==> src/rtl/frame_buf_ctrl_if.sv <==
// Controller-side bundle for the frame buffer controller: camera/display FIFO status,
// frame toggles, the two SDRAM burst handshakes and frame status outputs.
interface frame_buf_ctrl_if #(
  parameter int unsigned ADDR_W = 24
);
  logic              wr_fifo_ok;
  logic              wr_frame_tog;
  logic              rd_fifo_ok;
  logic              rd_frame_tog;
  logic              wr_sdram_req;
  logic              wr_sdram_ack;
  logic [ADDR_W-1:0] wr_sdram_add;
  logic              rd_sdram_req;
  logic              rd_sdram_ack;
  logic [ADDR_W-1:0] rd_sdram_add;
  logic              frame_valid;
  logic              wr_frame_done;
  logic [15:0]       drop_cnt;

  modport master (
    input  wr_fifo_ok, wr_frame_tog, rd_fifo_ok, rd_frame_tog, wr_sdram_ack, rd_sdram_ack,
    output wr_sdram_req, wr_sdram_add, rd_sdram_req, rd_sdram_add, frame_valid,
           wr_frame_done, drop_cnt
  );

  modport slave (
    output wr_fifo_ok, wr_frame_tog, rd_fifo_ok, rd_frame_tog, wr_sdram_ack, rd_sdram_ack,
    input  wr_sdram_req, wr_sdram_add, rd_sdram_req, rd_sdram_add, frame_valid,
           wr_frame_done, drop_cnt
  );
endinterface

==> src/rtl/frame_buf_ctrl.sv <==
// Rotating multi-buffer frame store controller: an independent camera writer and display
// reader, each issuing burst requests to SDRAM with buffer/row-encoded addresses.
module frame_buf_ctrl #(
  parameter int unsigned ADDR_W       = 24,
  parameter int unsigned BURST_LSB    = 9,
  parameter int unsigned BUF_LSB      = 22,
  parameter int unsigned NUM_BUF      = 3,
  parameter int unsigned FRAME_BURSTS = 750
) (
  input logic              clk_133M,
  input logic              rst_133,
  frame_buf_ctrl_if.master bus
);

  localparam int unsigned BUF_W = (NUM_BUF > 1) ? $clog2(NUM_BUF) : 1;
  localparam int unsigned ROW_W = BUF_LSB - BURST_LSB;
  // One spare bit so the counter can reach FRAME_BURSTS when it equals 2^ROW_W
  localparam int unsigned CNT_W = ROW_W + 1;
  localparam logic [CNT_W-1:0] LAST_ROW = CNT_W'(FRAME_BURSTS);

  if (FRAME_BURSTS > (2 ** ROW_W)) begin : g_bad_frame_bursts
    $error("FRAME_BURSTS does not fit in the row field");
  end
  if (NUM_BUF < 1 || NUM_BUF > 4) begin : g_bad_num_buf
    $error("NUM_BUF must be 1..4");
  end
  if (ADDR_W < BUF_LSB + BUF_W) begin : g_bad_addr_w
    $error("ADDR_W too narrow for buffer index");
  end

  typedef enum logic [1:0] {WIdle, WWait, WReq} wr_state_e;
  typedef enum logic [1:0] {RIdle, RWait, RReq} rd_state_e;

  wr_state_e wr_state_q, wr_state_d;
  rd_state_e rd_state_q, rd_state_d;

  logic [1:0]       wr_ok_sync_q, rd_ok_sync_q;
  logic [2:0]       wr_tog_sync_q, rd_tog_sync_q;
  logic             wr_ok, rd_ok, wr_start, rd_start;
  logic [CNT_W-1:0] wr_row_q, wr_row_d, rd_row_q, rd_row_d, wr_row_inc, rd_row_inc;
  logic [BUF_W-1:0] wr_buf_q, wr_buf_d, rd_buf_q, rd_buf_d, last_buf_q, wr_sel, rd_src_buf;
  logic             wr_pend_q, wr_pend_d, rd_pend_q, rd_pend_d;
  logic             frame_valid_q, wr_done_q, publish, wr_abort, rd_valid;
  logic [15:0]      drop_q;
  logic [ADDR_W-1:0] wr_add, rd_add;

  always_ff @(posedge clk_133M or negedge rst_133) begin
    if (!rst_133) begin
      wr_ok_sync_q  <= '0;
      rd_ok_sync_q  <= '0;
      wr_tog_sync_q <= '0;
      rd_tog_sync_q <= '0;
    end else begin
      wr_ok_sync_q  <= {wr_ok_sync_q[0], bus.wr_fifo_ok};
      rd_ok_sync_q  <= {rd_ok_sync_q[0], bus.rd_fifo_ok};
      wr_tog_sync_q <= {wr_tog_sync_q[1:0], bus.wr_frame_tog};
      rd_tog_sync_q <= {rd_tog_sync_q[1:0], bus.rd_frame_tog};
    end
  end

  assign wr_ok      = wr_ok_sync_q[1];
  assign rd_ok      = rd_ok_sync_q[1];
  assign wr_start   = wr_tog_sync_q[2] ^ wr_tog_sync_q[1];
  assign rd_start   = rd_tog_sync_q[2] ^ rd_tog_sync_q[1];
  assign wr_row_inc = wr_row_q + CNT_W'(1);
  assign rd_row_inc = rd_row_q + CNT_W'(1);

  // Lowest index clear of both reader and last frame; fallback only avoids the reader
  always_comb begin
    wr_sel = '0;
    for (int i = NUM_BUF - 1; i >= 0; i--) begin
      if (BUF_W'(i) != rd_buf_q) wr_sel = BUF_W'(i);
    end
    for (int i = NUM_BUF - 1; i >= 0; i--) begin
      if (BUF_W'(i) != rd_buf_q && BUF_W'(i) != last_buf_q) wr_sel = BUF_W'(i);
    end
  end

  // Writer FSM
  always_ff @(posedge clk_133M or negedge rst_133) begin
    if (!rst_133) wr_state_q <= WIdle;
    else          wr_state_q <= wr_state_d;
  end

  always_comb begin
    wr_state_d = wr_state_q;
    wr_row_d   = wr_row_q;
    wr_buf_d   = wr_buf_q;
    wr_pend_d  = wr_pend_q;
    publish    = 1'b0;
    wr_abort   = 1'b0;
    unique case (wr_state_q)
      WIdle: begin
        if (wr_start) begin
          wr_state_d = WWait;
          wr_buf_d   = wr_sel;
          wr_row_d   = '0;
        end
      end
      WWait: begin
        if (wr_start) begin
          wr_abort = 1'b1;
          wr_buf_d = wr_sel;
          wr_row_d = '0;
        end else if (wr_ok && wr_row_q < LAST_ROW) begin
          wr_state_d = WReq;
        end
      end
      WReq: begin
        if (bus.wr_sdram_ack) begin
          wr_pend_d = 1'b0;
          if (wr_pend_q || wr_start) begin
            wr_abort   = 1'b1;
            wr_buf_d   = wr_sel;
            wr_row_d   = '0;
            wr_state_d = WWait;
          end else begin
            wr_row_d = wr_row_inc;
            if (wr_row_inc == LAST_ROW) begin
              publish    = 1'b1;
              wr_state_d = WIdle;
            end else begin
              wr_state_d = WWait;
            end
          end
        end else if (wr_start) begin
          wr_pend_d = 1'b1;
        end
      end
      default: wr_state_d = WIdle;
    endcase
  end

  always_comb begin
    wr_add                        = '0;
    wr_add[BUF_LSB +: BUF_W]      = wr_buf_q;
    wr_add[BURST_LSB +: ROW_W]    = wr_row_q[ROW_W-1:0];
    bus.wr_sdram_req              = (wr_state_q == WReq);
    bus.wr_sdram_add              = wr_add;
  end

  // Reader FSM; a same-cycle publish is forwarded so the reader takes the new frame
  assign rd_src_buf = publish ? wr_buf_q : last_buf_q;
  assign rd_valid   = frame_valid_q | publish;

  always_ff @(posedge clk_133M or negedge rst_133) begin
    if (!rst_133) rd_state_q <= RIdle;
    else          rd_state_q <= rd_state_d;
  end

  always_comb begin
    rd_state_d = rd_state_q;
    rd_row_d   = rd_row_q;
    rd_buf_d   = rd_buf_q;
    rd_pend_d  = rd_pend_q;
    unique case (rd_state_q)
      RIdle: begin
        if (rd_start && rd_valid) begin
          rd_state_d = RWait;
          rd_buf_d   = rd_src_buf;
          rd_row_d   = '0;
        end
      end
      RWait: begin
        if (rd_start) begin
          rd_buf_d = rd_src_buf;
          rd_row_d = '0;
        end else if (rd_ok && rd_row_q < LAST_ROW) begin
          rd_state_d = RReq;
        end
      end
      RReq: begin
        if (bus.rd_sdram_ack) begin
          rd_pend_d = 1'b0;
          if (rd_pend_q || rd_start) begin
            rd_buf_d   = rd_src_buf;
            rd_row_d   = '0;
            rd_state_d = RWait;
          end else begin
            rd_row_d   = rd_row_inc;
            rd_state_d = (rd_row_inc == LAST_ROW) ? RIdle : RWait;
          end
        end else if (rd_start) begin
          rd_pend_d = 1'b1;
        end
      end
      default: rd_state_d = RIdle;
    endcase
  end

  always_comb begin
    rd_add                        = '0;
    rd_add[BUF_LSB +: BUF_W]      = rd_buf_q;
    rd_add[BURST_LSB +: ROW_W]    = rd_row_q[ROW_W-1:0];
    bus.rd_sdram_req              = (rd_state_q == RReq);
    bus.rd_sdram_add              = rd_add;
  end

  always_ff @(posedge clk_133M or negedge rst_133) begin
    if (!rst_133) begin
      wr_row_q      <= '0;
      wr_buf_q      <= '0;
      wr_pend_q     <= 1'b0;
      rd_row_q      <= '0;
      rd_buf_q      <= '0;
      rd_pend_q     <= 1'b0;
      last_buf_q    <= '0;
      frame_valid_q <= 1'b0;
      wr_done_q     <= 1'b0;
      drop_q        <= '0;
    end else begin
      wr_row_q  <= wr_row_d;
      wr_buf_q  <= wr_buf_d;
      wr_pend_q <= wr_pend_d;
      rd_row_q  <= rd_row_d;
      rd_buf_q  <= rd_buf_d;
      rd_pend_q <= rd_pend_d;
      wr_done_q <= publish;
      if (publish) begin
        last_buf_q    <= wr_buf_q;
        frame_valid_q <= 1'b1;
      end
      if (wr_abort && drop_q != 16'hFFFF) drop_q <= drop_q + 16'd1;
    end
  end

  assign bus.frame_valid   = frame_valid_q;
  assign bus.wr_frame_done = wr_done_q;
  assign bus.drop_cnt      = drop_q;

endmodule
==> src/flat_wrapper.sv <==
// flat-port wrapper written by rule: the top's interface ports become plain ports
module frame_buf_ctrl_flat 
#(
  parameter int unsigned ADDR_W       = 24,
  parameter int unsigned BURST_LSB    = 9,
  parameter int unsigned BUF_LSB      = 22,
  parameter int unsigned NUM_BUF      = 3,
  parameter int unsigned FRAME_BURSTS = 750
)
  (clk_133M, rst_133, bus_wr_fifo_ok, bus_wr_frame_tog, bus_rd_fifo_ok, bus_rd_frame_tog, bus_wr_sdram_ack, bus_rd_sdram_ack, bus_wr_sdram_req, bus_wr_sdram_add, bus_rd_sdram_req, bus_rd_sdram_add, bus_frame_valid, bus_wr_frame_done, bus_drop_cnt);
  frame_buf_ctrl_if #(.ADDR_W(ADDR_W)) bus_i ();
  input logic clk_133M;
  input logic rst_133;
  input wire logic [$bits(bus_i.wr_fifo_ok)-1:0] bus_wr_fifo_ok;
  input wire logic [$bits(bus_i.wr_frame_tog)-1:0] bus_wr_frame_tog;
  input wire logic [$bits(bus_i.rd_fifo_ok)-1:0] bus_rd_fifo_ok;
  input wire logic [$bits(bus_i.rd_frame_tog)-1:0] bus_rd_frame_tog;
  input wire logic [$bits(bus_i.wr_sdram_ack)-1:0] bus_wr_sdram_ack;
  input wire logic [$bits(bus_i.rd_sdram_ack)-1:0] bus_rd_sdram_ack;
  output wire logic [$bits(bus_i.wr_sdram_req)-1:0] bus_wr_sdram_req;
  output wire logic [$bits(bus_i.wr_sdram_add)-1:0] bus_wr_sdram_add;
  output wire logic [$bits(bus_i.rd_sdram_req)-1:0] bus_rd_sdram_req;
  output wire logic [$bits(bus_i.rd_sdram_add)-1:0] bus_rd_sdram_add;
  output wire logic [$bits(bus_i.frame_valid)-1:0] bus_frame_valid;
  output wire logic [$bits(bus_i.wr_frame_done)-1:0] bus_wr_frame_done;
  output wire logic [$bits(bus_i.drop_cnt)-1:0] bus_drop_cnt;
  assign bus_i.wr_fifo_ok = bus_wr_fifo_ok;
  assign bus_i.wr_frame_tog = bus_wr_frame_tog;
  assign bus_i.rd_fifo_ok = bus_rd_fifo_ok;
  assign bus_i.rd_frame_tog = bus_rd_frame_tog;
  assign bus_i.wr_sdram_ack = bus_wr_sdram_ack;
  assign bus_i.rd_sdram_ack = bus_rd_sdram_ack;
  assign bus_wr_sdram_req = bus_i.wr_sdram_req;
  assign bus_wr_sdram_add = bus_i.wr_sdram_add;
  assign bus_rd_sdram_req = bus_i.rd_sdram_req;
  assign bus_rd_sdram_add = bus_i.rd_sdram_add;
  assign bus_frame_valid = bus_i.frame_valid;
  assign bus_wr_frame_done = bus_i.wr_frame_done;
  assign bus_drop_cnt = bus_i.drop_cnt;
  frame_buf_ctrl #(.ADDR_W(ADDR_W), .BURST_LSB(BURST_LSB), .BUF_LSB(BUF_LSB), .NUM_BUF(NUM_BUF), .FRAME_BURSTS(FRAME_BURSTS)) u_core (.clk_133M(clk_133M), .rst_133(rst_133), .bus(bus_i));
endmodule
==> config.mk <==
export PLATFORM = sky130hd
export DESIGN_NAME = frame_buf_ctrl_flat
export DESIGN_NICKNAME = d
export VERILOG_FILES = /design/src/rtl/frame_buf_ctrl_if.sv /design/src/rtl/frame_buf_ctrl.sv /design/src/flat_wrapper.sv
export SDC_FILE = /design/constraint.sdc
export NUM_CORES = 1
export LEC_CHECK = 0
export ABC_AREA = 1
export CAP_MARGIN = 20
export CORE_MARGIN = 2
export CORE_UTILIZATION = 45
export CTS_CLUSTER_SIZE = 30
export DETAILED_ROUTE_END_ITERATION = 10
export PLACE_DENSITY = 0.81
export SYNTH_ARGS = -nofsm -noshare
export SYNTH_HDL_FRONTEND = slang
export SYNTH_SLANG_ARGS = --single-unit
==> constraint.sdc <==
create_clock -name clk_133M -period 4.6 [get_ports clk_133M]
set_clock_uncertainty 0.1 [all_clocks]
set_input_delay 0.46 -clock clk_133M [delete_from_list [all_inputs] [get_ports clk_133M]]
set_output_delay 0.46 -clock clk_133M [all_outputs]
set_load 0.01 [all_outputs]
==> results <==
- Clock-pin slew was measured on the worst setup and hold paths at 80 ps.
- Leaving out fill and tap cells, the most frequent cell in the layout is nand2_1.
- The height of the die is 99.6 µm.
- The run finished with clean final reports.
- For the worst setup path, the data arrival time is 2530 ps.
- The floorplan row count is 34.
- Setup violations remaining at the end of the flow were counted as 0.
- Before antenna repair, the detailed router went through 4 iterations.
- Once detailed placement completed, the half-perimeter wirelength came to 5900 µm.
- The final worst-path cycle share is 52.0%.
- The total power divided by cell area is 350 nW/µm².
- STA classifies the critical path endpoint as a flop.
- Routability-driven placement finished with a final weighted congestion of 0.904.
- The slowest cell on the critical path is dfrtp_1.
- The net count of the finished layout is 552.
- The first global-routing pass estimated 14200 µm of wire.
- The analysis attributes to cell leakage a power of 2.08 nW.
- The violation count after the first detailed-routing iteration is 115.
- The fraction of post-synthesis cell area in the top cell type by area is 41.3%.
- The average detailed-routed wire length per instance is 12.7 µm.
- The via-per-instance ratio is 5.09.
- The signal on the critical path passes through ha_1 > inv_1 > nand2_1 > nand2_1 > nor2_1 > nand2_1 > nor2_1 > nand3_2 > nor2_4 > nand3_4 > nand2_4 > nand2_4 > nand2_4 > nand2_8 > nand2_1 > o21ai_2.
- The type of the tightest min-delay check is in2async.
- The number of warning messages in the yosys log is 0.
- From left edge to right edge, the die measures 99.6 µm.
- The later pin in the worst-skew pair is clocked with a latency of 350 ps.
- The share of total power dissipated in sequential elements is 42.5%.
- The share of total power consumed by net switching is 36.2%.
- The number of max-slew violations in the final report is 0.
- The clock tree synthesis step divided the H-tree into 3 levels.
- The post-synthesis cell type count is 37.
- Summed over all layers, the global routing overflow is 0.
- Combinational logic is responsible for 27.3% of the overall power.
- The final critical-path required period is 2390 ps.
- The hold buffer count at cts is 0.
- The clock network power share is 30.2%.
- IR analysis of the VDD net gives a maximum drop of 0.173 mV.
- The post-route netlist has 12.8% of its cells at a drive strength greater than 1.
- In this run the power spent charging and discharging nets is 598 µW.
- In this run the tightest slew margin relative to its limit is 42.7%.
- The internal power summed over all cells is 1.06 mW.
- The startpoint identified for the worst register-to-register timing path is u_core.wr_row_q[1].
- Setup repair after global routing left no endpoint under its margin.
- Together, buffers and inverters on the worst path number 1.
- The clock tree from TritonCTS is built.
- The count of inserted antenna diode cells is 0.
- The final-layout setup total negative slack is 0 ps.
- The all-layer global routing usage is 17.4%.
- After detailed routing, the total wire length is 8200 µm.
- For this run, design rule violations remaining after detail routing come to 0.
- For this configuration, the core starts out at a cell density of 46.7%.
- A synthesized cell averages 8.30 µm².
- The cell type with the largest total area after synthesis is dfrtp_1.
- The total die area is 9930 µm².
- The critical path starts at u_core.wr_row_q[1].
- The critical-path maximum fanout is 28.
- The final worst setup slack is 2210 ps.
- The flop and latch count out of synthesis is 68.
- For the worst setup path, the data required time is 4740 ps.
- The via count is 3296.
- In this run the cell area of the synthesized design comes to 4120 µm².
- The initial antenna violation count is 0.
- The post-synthesis instance total is 496.
- The transition time at the pin with the least slew margin is 860 ps.
- By area the synthesized netlist is led by dfrtp_1 (41%), nand2_1 (11%), buf_4 (8.2%), inv_1 (4.6%), nand3_1 (3.5%).
- The post-route antenna net violation count is 0.
- The buffer type at the clock tree root is clkbuf_8.
- The area growth from synthesis to final layout is 14.8%.
- The total clock sinks is 68.
- The tool flagged a number of max-cap violations equal to 0.
- The register area share after synthesis is 41.3%.
- Timing analysis after detailed placement gives a worst setup slack of 2180 ps.
- The buffer levels on the longest clock path is 2.
- Summing internal, switching and leakage power gives 1.65 mW.
- The cell class contributing the biggest share of worst-path delay is simple AND/OR/NAND/NOR gates.
- The achievable clock frequency is 418 MHz.
- The placeable core area is 8810 µm².
- The type of origin of the critical path is a flop.
- The final core utilization is 53.7%.
- Entering global routing, the biggest net connects 69 pins.
- The post-CTS setup buffer count is 0.
- The number of global-route vias before repair is 3297.
- In the layout the commonest cells are nand2_1 (117), dfrtp_1 (68), clkdlybuf4s50_1 (56).
- By startpoint and endpoint, the worst setup path is classified as reg2reg.
- The largest single stage delay on the critical path is 450 ps.
- The boundary pin count is 76.
- The number of clock buffers added by TritonCTS is 9.
- The final number of hold-violating endpoints is 0.
- The number of instances resized during post-cts repair is 0.
- Input and output buffers added on the ports amount to 57.
- The library cell appearing most often on the critical path is nand2_1.
layer usage:
metal,routed length (µm),track usage (%),vias up
met5,0,0,-
met4,118,6.95,0
met3,405,4.85,12
met2,3960,28.4,97
met1,3720,21.9,1580
li1,-,-,1607
worst reg2reg max path, delay by kind of cell, from the launching register on:
kind	cells	cell delay, ps
flip-flops	1	450
buffers and inverters	1	80
adder cells (fa/ha/maj)	1	310
AND/OR/NAND/NOR	13	1290
AO/OA/AOI/OAI	1	50
stage by stage:
stage | instances | hold WS [ps] | instance area, µm²
2_1_floorplan | 513 | 64.4 | 4180
3_3_place_gp | 631 | 237 | 4530
3_5_place_dp | 631 | 237 | 4530
4_1_cts | 647 | 231 | 4730
5_1_grt | 647 | 267 | 4730
6_report | 647 | 181 | 4730
cell families (layout without fill, tap and decap cells):
logic type               Yosys count  in the layout  synth area share [%]
adder cells (fa/ha/maj)           10             10                  3.04
AO/OA/AOI/OAI                     50             50                  8.09
AND/OR/NAND/NOR                  237            237                  27.5
XOR/XNOR                          27             27                  5.74
multiplexers                       1              1                 0.274
buffers and inverters            102            128                  14.0
other                              1             18                0.0911
flip-flops                        68             68                  41.3
final cells by class:
| cell class | instances | area, µm² |
|---|---|---|
| well taps | 108 | 135 |
| clock inverters | 7 | 76.3 |
| repair buffers | 59 | 581 |
| fillers | 803 | 4080 |
| clock buffers | 9 | 124 |
| inverters | 53 | 199 |
| multi-input cells | 343 | 1910 |
| flip-flops and latches | 68 | 1700 |
state kept, by name (all words and copies together), names as in the netlist:
name / flops
u_core.bus.drop_cnt: 16
u_core.rd_row_q: 14
u_core.wr_row_q: 14
u_core.rd_tog_sync_q: 3
u_core.wr_tog_sync_q: 3
u_core.last_buf_q: 2
u_core.rd_buf_q: 2
u_core.rd_ok_sync_q: 2
u_core.rd_state_q: 2
u_core.wr_buf_q: 2
u_core.wr_ok_sync_q: 2
u_core.wr_state_q: 2
u_core.bus.frame_valid: 1
u_core.bus.wr_frame_done: 1
u_core.rd_pend_q: 1
u_core.wr_pend_q: 1
power by group through the flow:
| stage | clock (mW) | combinational, mW | sequential, mW |
|---|---|---|---|
| floorplan | 0 | 0.341 | 0.711 |
| global placement | 0 | 0.433 | 0.710 |
| detailed placement | 0 | 0.449 | 0.713 |
| CTS | 0.515 | 0.452 | 0.703 |
| global route | 0.537 | 0.504 | 0.712 |
| finish | 0.499 | 0.451 | 0.703 |
synth_stat cells, drive strengths merged:
cell	n
nand2	130
dfrtp	68
inv	51
buf	47
nor2	43
nand3	33
o21ai	32
xor2	16
nand4	14
xnor2	11
ha	10
nor3	10
o22ai	9
or2	5
a21oi	4
clkbuf	2
clkinv	2
o211ai	2
a311oi	1
conb	1
mux2	1
nand3b	1
nor4	1
o31ai	1
o41ai	1
worst paths after layout:
kind                                           endpoint  slack (ps)  depth (start not counted)
min in group clk_133M           u_core.wr_tog_sync_q[1]         260                          0
max in group asynchronous           u_core.rd_row_q[13]        3630                          2
worst min register to register  u_core.wr_tog_sync_q[1]         260                          0
worst max-delay path                 u_core.rd_row_q[2]        2210                         16
worst min-delay path                 u_core.wr_row_q[5]         180                          2
worst max register to register       u_core.rd_row_q[2]        2210                         16
(Power assumes the default switching activity.)
